<file path="src/rtl/cpu_pkg.sv">
// Shared CPU pipeline constants: default widths, forwarding-select encoding
// and stage indices used by the forwarding scoreboard.
package cpu_pkg;
  localparam int CPU_DATA_W = 8;
  localparam int CPU_RA_W   = 2;
  localparam int FWD_SEL_W  = 4;

  localparam logic [FWD_SEL_W-1:0] FWD_RF  = 4'd0;
  localparam logic [FWD_SEL_W-1:0] STG_EX  = 4'd1;
  localparam logic [FWD_SEL_W-1:0] STG_MEM = 4'd2;
  localparam logic [FWD_SEL_W-1:0] STG_WB  = 4'd3;
endpackage

</file>
<file path="src/rtl/fwd_src_sel.sv">
// Per-operand forwarding select: youngest matching in-flight producer wins,
// otherwise the register-file value passes through.
module fwd_src_sel
  import cpu_pkg::*;
#(
  parameter int DATA_W = CPU_DATA_W,
  parameter int RA_W   = CPU_RA_W,
  parameter int DEPTH  = 3
) (
  input  logic                    i_rd,
  input  logic [RA_W-1:0]         i_src,
  input  logic [DATA_W-1:0]       i_rf_data,
  input  logic [DEPTH-1:0]        i_vld,
  input  logic [DEPTH*RA_W-1:0]   i_dst,
  input  logic [DEPTH*DATA_W-1:0] i_stg_data,
  input  logic [DEPTH-1:0]        i_stg_ok,
  output logic [DATA_W-1:0]       o_opnd,
  output logic [FWD_SEL_W-1:0]    o_fwd_sel,
  output logic                    o_hazard
);

  // Scan oldest to youngest so the lowest matching stage overrides the rest.
  always_comb begin
    o_opnd    = i_rf_data;
    o_fwd_sel = FWD_RF;
    o_hazard  = 1'b0;
    for (int k = DEPTH; k >= 1; k--) begin
      if (i_rd && i_vld[k-1] && (i_dst[(k-1)*RA_W +: RA_W] == i_src)) begin
        o_opnd    = i_stg_data[(k-1)*DATA_W +: DATA_W];
        o_fwd_sel = FWD_SEL_W'(k);
        o_hazard  = ~i_stg_ok[k-1];
      end
    end
  end

endmodule

</file>
<file path="src/rtl/fwd_scoreboard.sv">
// Operand-forwarding and load-use hazard scoreboard over DEPTH in-flight
// stages, with a saturating stall-cycle counter.
module fwd_scoreboard
  import cpu_pkg::*;
#(
  parameter int DATA_W  = CPU_DATA_W,
  parameter int RA_W    = CPU_RA_W,
  parameter int DEPTH   = 3,
  parameter int NUM_SRC = 2,
  parameter int CNT_W   = 16
) (
  input  logic                        clk,
  input  logic                        rstn,
  input  logic                        adv,
  input  logic                        flush,
  input  logic                        id_valid,
  input  logic                        id_we,
  input  logic [RA_W-1:0]             id_dest,
  input  logic [NUM_SRC*RA_W-1:0]     id_src,
  input  logic [NUM_SRC-1:0]          id_src_used,
  input  logic [NUM_SRC*DATA_W-1:0]   rf_data,
  input  logic [DEPTH*DATA_W-1:0]     stg_data,
  input  logic [DEPTH-1:0]            stg_data_ok,
  output logic [NUM_SRC*DATA_W-1:0]   opnd,
  output logic [NUM_SRC*FWD_SEL_W-1:0] fwd_sel,
  output logic                        stall,
  output logic [CNT_W-1:0]            stall_cnt
);

  logic [DEPTH-1:0]      r_vld;
  logic [DEPTH*RA_W-1:0] r_dst;
  logic [CNT_W-1:0]      r_cnt;
  logic [NUM_SRC-1:0]    w_hazard;
  logic                  w_stall;
  logic                  w_load;

  for (genvar g = 0; g < NUM_SRC; g++) begin : g_src
    fwd_src_sel #(
      .DATA_W (DATA_W),
      .RA_W   (RA_W),
      .DEPTH  (DEPTH)
    ) u_sel (
      .i_rd       (id_valid & id_src_used[g]),
      .i_src      (id_src[g*RA_W +: RA_W]),
      .i_rf_data  (rf_data[g*DATA_W +: DATA_W]),
      .i_vld      (r_vld),
      .i_dst      (r_dst),
      .i_stg_data (stg_data),
      .i_stg_ok   (stg_data_ok),
      .o_opnd     (opnd[g*DATA_W +: DATA_W]),
      .o_fwd_sel  (fwd_sel[g*FWD_SEL_W +: FWD_SEL_W]),
      .o_hazard   (w_hazard[g])
    );
  end

  assign w_stall   = |w_hazard;
  assign stall     = w_stall;
  assign stall_cnt = r_cnt;
  // A stalled or flushed decode slot enters stage 1 as a bubble.
  assign w_load    = id_valid & id_we & ~w_stall & ~flush;

  always_ff @(posedge clk or negedge rstn) begin
    if (!rstn) begin
      r_vld <= '0;
    end else if (adv) begin
      for (int k = DEPTH - 1; k >= 1; k--) r_vld[k] <= r_vld[k-1];
      r_vld[0] <= w_load;
    end
  end

  // Tags are qualified by r_vld, so they need no reset.
  always_ff @(posedge clk) begin
    if (adv) begin
      for (int k = DEPTH - 1; k >= 1; k--) r_dst[k*RA_W +: RA_W] <= r_dst[(k-1)*RA_W +: RA_W];
      r_dst[0 +: RA_W] <= id_dest;
    end
  end

  // A flush overrides the stall on that edge, so it is not counted.
  always_ff @(posedge clk or negedge rstn) begin
    if (!rstn) begin
      r_cnt <= '0;
    end else if (adv && w_stall && !flush && (r_cnt != '1)) begin
      r_cnt <= r_cnt + CNT_W'(1);
    end
  end

endmodule

</file>
<file path="config.mk">
export PLATFORM = sky130hd
export DESIGN_NAME = fwd_scoreboard
export DESIGN_NICKNAME = d
export VERILOG_FILES = /design/src/rtl/cpu_pkg.sv /design/src/rtl/fwd_src_sel.sv /design/src/rtl/fwd_scoreboard.sv
export SDC_FILE = /design/constraint.sdc
export NUM_CORES = 1
export LEC_CHECK = 0
export BUFFER_PORTS_ARGS = -buffer_cell sky130_fd_sc_hd__buf_2
export CORE_UTILIZATION = 40
export CTS_CLUSTER_SIZE = 24
export DETAILED_ROUTE_END_ITERATION = 10
export GPL_ROUTABILITY_DRIVEN = 1
export HOLD_SLACK_MARGIN = 0.02
export PLACE_DENSITY = 0.74
export SYNTH_ARGS = -nofsm -noshare
export SYNTH_HDL_FRONTEND = slang
export SYNTH_SLANG_ARGS = --single-unit
</file>
<file path="constraint.sdc">
create_clock -name clk -period 2.1 [get_ports clk]
set_clock_uncertainty 0.1 [all_clocks]
set_input_delay 0.315 -clock clk [delete_from_list [all_inputs] [get_ports clk]]
set_output_delay 0.315 -clock clk [all_outputs]
set_load 0.005 [all_outputs]
</file>
==> impl_metrics.env <==
export IMPL_min_path_type="in -> reg"
export IMPL_busiest_layer="met2"
export IMPL_ys_warn_count=0
export IMPL_critPathLaunchType="flop"
export IMPL_use_met1_pct=25.16
export IMPL_worstPathMaxFanout=9
export IMPL_via_per_inst=5.239
export IMPL_hold_viol_final=0
export IMPL_critPathRequiredTime_ns=1.68
export IMPL_place_area_sq_um=2681
export IMPL_drive_above_1_share_pct=49.72
export IMPL_ctsHtreeMaxLevel=1
export IMPL_min_period_ns=2.414
export IMPL_cts_clk_slew_worst_paths_ns=0.08
export IMPL_multiInputGateArea_sq_um=1391
export IMPL_grt_total_usage_pct=21.77
export IMPL_finalCritPeriodShare_pct=114.9
export IMPL_core_area_sq_um=4692
export IMPL_first_pass_iters=4
export IMPL_grt_start_max_net_pins=20
export IMPL_synth_top_cell_area_share_pct=24.41
export IMPL_synth_ff_latch_count=25
export IMPL_overflow=0
export IMPL_finalPower_mw=1.178
export IMPL_placed_cells=395
export IMPL_powerDensity_nw_per_um2=381.4
export IMPL_remaining_drc_errors=0
export IMPL_finalWirelength_um=5897
export IMPL_cts_root_buf="clkbuf_8"
export IMPL_crit_type="reg -> out"
export IMPL_nets=419
export IMPL_layoutNonFillerInstCount=414
export IMPL_yosysTopAreaCell="dfrtp_1"
export IMPL_clkSinkCount=25
export IMPL_met2_usage_pct=42.56
export IMPL_fp_dieArea_sq_um=5153
export IMPL_diodes=0
export IMPL_dp_slack_ns=-0.2221
export IMPL_finalSetupViolations=37
export IMPL_num_fill_cells=386
export IMPL_synth_cell_type_count=41
export IMPL_pin_count=98
export IMPL_dieHeight_um=71.79
export IMPL_cts_tree="yes"
export IMPL_cp_arrival_ns=2.00
export IMPL_ir_drop_mv=0.3904
export IMPL_ys_flop_type="dfrtp_1"
export IMPL_cap_violations=0
export IMPL_dp_hpwl_um=4173
export IMPL_setup_slack_ns=-0.3138
export IMPL_synth_area_per_cell_sq_um=8.433
export IMPL_ant_nets=0
export IMPL_wl_per_cell_um=14.24
export IMPL_synth_seq_area_share_pct=33.65
export IMPL_synth_edff_count=6
export IMPL_start_util_pct=41.52
export IMPL_synth_cells_most_frequent="nor2_1, a21oi_1, dfrtp_1, nand2_1"
export IMPL_numCtsBuffers=3
export IMPL_rsz0062_at_grt="true"
export IMPL_place_port_buffers=93
export IMPL_drt_iter0_markers=70
export IMPL_synthArstFlopShare_pct=76.00
export IMPL_fmax_mhz=414.3
export IMPL_synth_area_leaders="dfrtp_1, edfxtp_1, mux2i_1"
export IMPL_clock_latency_ns=0.26
export IMPL_register_area_sq_um=655.6
export IMPL_violations="setup timing"
export IMPL_p_leak_nw=1.469
export IMPL_status="finished with violations"
export IMPL_vias=2169
export IMPL_gp_congestion=0.8394
export IMPL_fp_dieW_um=71.79
export IMPL_end_kind="output port"
export IMPL_netlist_area_sq_um=1948
export IMPL_fin_area_sq_um=3089
export IMPL_grt_pass1_wl_um=8949
export IMPL_postSynthCellCount=231
export IMPL_synth_most_common_cell="nor2_1"
export IMPL_clk_path_buf_depth=2
export IMPL_rows=25
export IMPL_antenna_found_initial=0
export IMPL_syn_to_final_growth_pct=58.57
export IMPL_drv_slew=0
export IMPL_first_global_vias=2002
export IMPL_grt_use_met3_pct=2.672
[what timing repair did]
| item | CTS | global route |
|---|---|---|
| endpoints found under the setup margin | 38 | 38 |
| gates resized for setup | 38 | 26 |
| cloned | 1 | 1 |
| pin swaps | 15 | 14 |
| endpoints found under the hold margin | 19 | 0 |
| hold buffers | 1 | 0 |
| setup buffers | 9 | 4 |
[routing by layer]
metal  up-vias  part of all wire (%)
li1       1073                     -
met2        89                    53
met1      1003                    41
met5         -                     0
met4         0                  0.53
met3         4                   5.6
[final timing paths]
| kind | from | to | slack (ns) | depth (start not counted) |
|---|---|---|---|---|
| min in group asynchronous | rstn | stall_cnt[6] | 0.42 | 2 |
| max in group asynchronous | rstn | stall_cnt[1] | 1.18 | 2 |
| worst max-delay path | r_dst[5] | opnd[2] | -0.31 | 9 |
| worst min-delay path | id_dest[1] | r_dst[1] | 0.13 | 1 |
| worst max register to register | r_dst[3] | stall_cnt[15] | -0.23 | 9 |
| worst min register to register | stall_cnt[3] | stall_cnt[3] | 0.41 | 1 |
[cells in the final DEF, fill, tap and decap left out, drive strengths merged, types with 4 or more instances in the layout]
master,count
a21oi,20
buf,134
and3,11
xnor2,14
nand3,16
o21ai,16
clkbuf,5
mux2i,16
nor2,28
nand4,7
inv,6
nand2,19
edfxtp,6
conb,4
dfrtp,19
nor3,4
mux2,5
xor2,10
[through the flow]
step	TNS, ns	hold slack (ns)	utilization [%]
2_1_floorplan	0	-0.08059	-
3_3_place_gp	-0.6695	0.1705	57.15
3_5_place_dp	-2.568	0.1791	57.15
4_1_cts	-5.868	0.1234	62.75
5_1_grt	-11.00	0.1112	65.84
6_report	-6.533	0.1265	65.84
[state kept, by name, indices dropped and copies added, names as in the netlist]
signal	flops
stall_cnt	16
r_dst	6
r_vld	3
[kinds of logic after synthesis]
| family | after synthesis | share of synthesized area [%] |
|---|---|---|
| and+or+nand+nor | 91 | 22.61 |
| adders and majority gates | 1 | 0.6422 |
| buffers and inverters | 20 | 5.202 |
| DFF | 25 | 33.65 |
| AOI/OAI and AO/OA | 48 | 15.42 |
| other | 1 | 0.1925 |
| xor gates and xnor gates | 24 | 11.18 |
| muxes | 21 | 11.11 |
[area by class of cell]
| type | instances | share of cell area, % |
|---|---|---|
| clock buffer | 4 | 1.458 |
| inverter | 6 | 0.7290 |
| multi-input combinational | 189 | 45.04 |
| sequential | 25 | 21.22 |
| tap | 54 | 2.187 |
| timing repair buffer | 136 | 29.36 |
[worst max-delay path: stages, from the launching register on]
cell      delay, ns
edfxtp_1       0.45
xnor2_1        0.18
nand4_1        0.18
nor2_2         0.16
buf_12         0.15
mux2i_1        0.20
nor2_1         0.08
a21oi_1        0.15
o21ai_1        0.07
buf_2          0.12
[report_power, final]
group	internal, mW	switching (mW)	total (mW)
Combinational	0.187	0.167	0.354
Sequential	0.523	0.0235	0.546
Clock	0.135	0.142	0.278
Note: power is estimated with default switching activity, not from simulation.
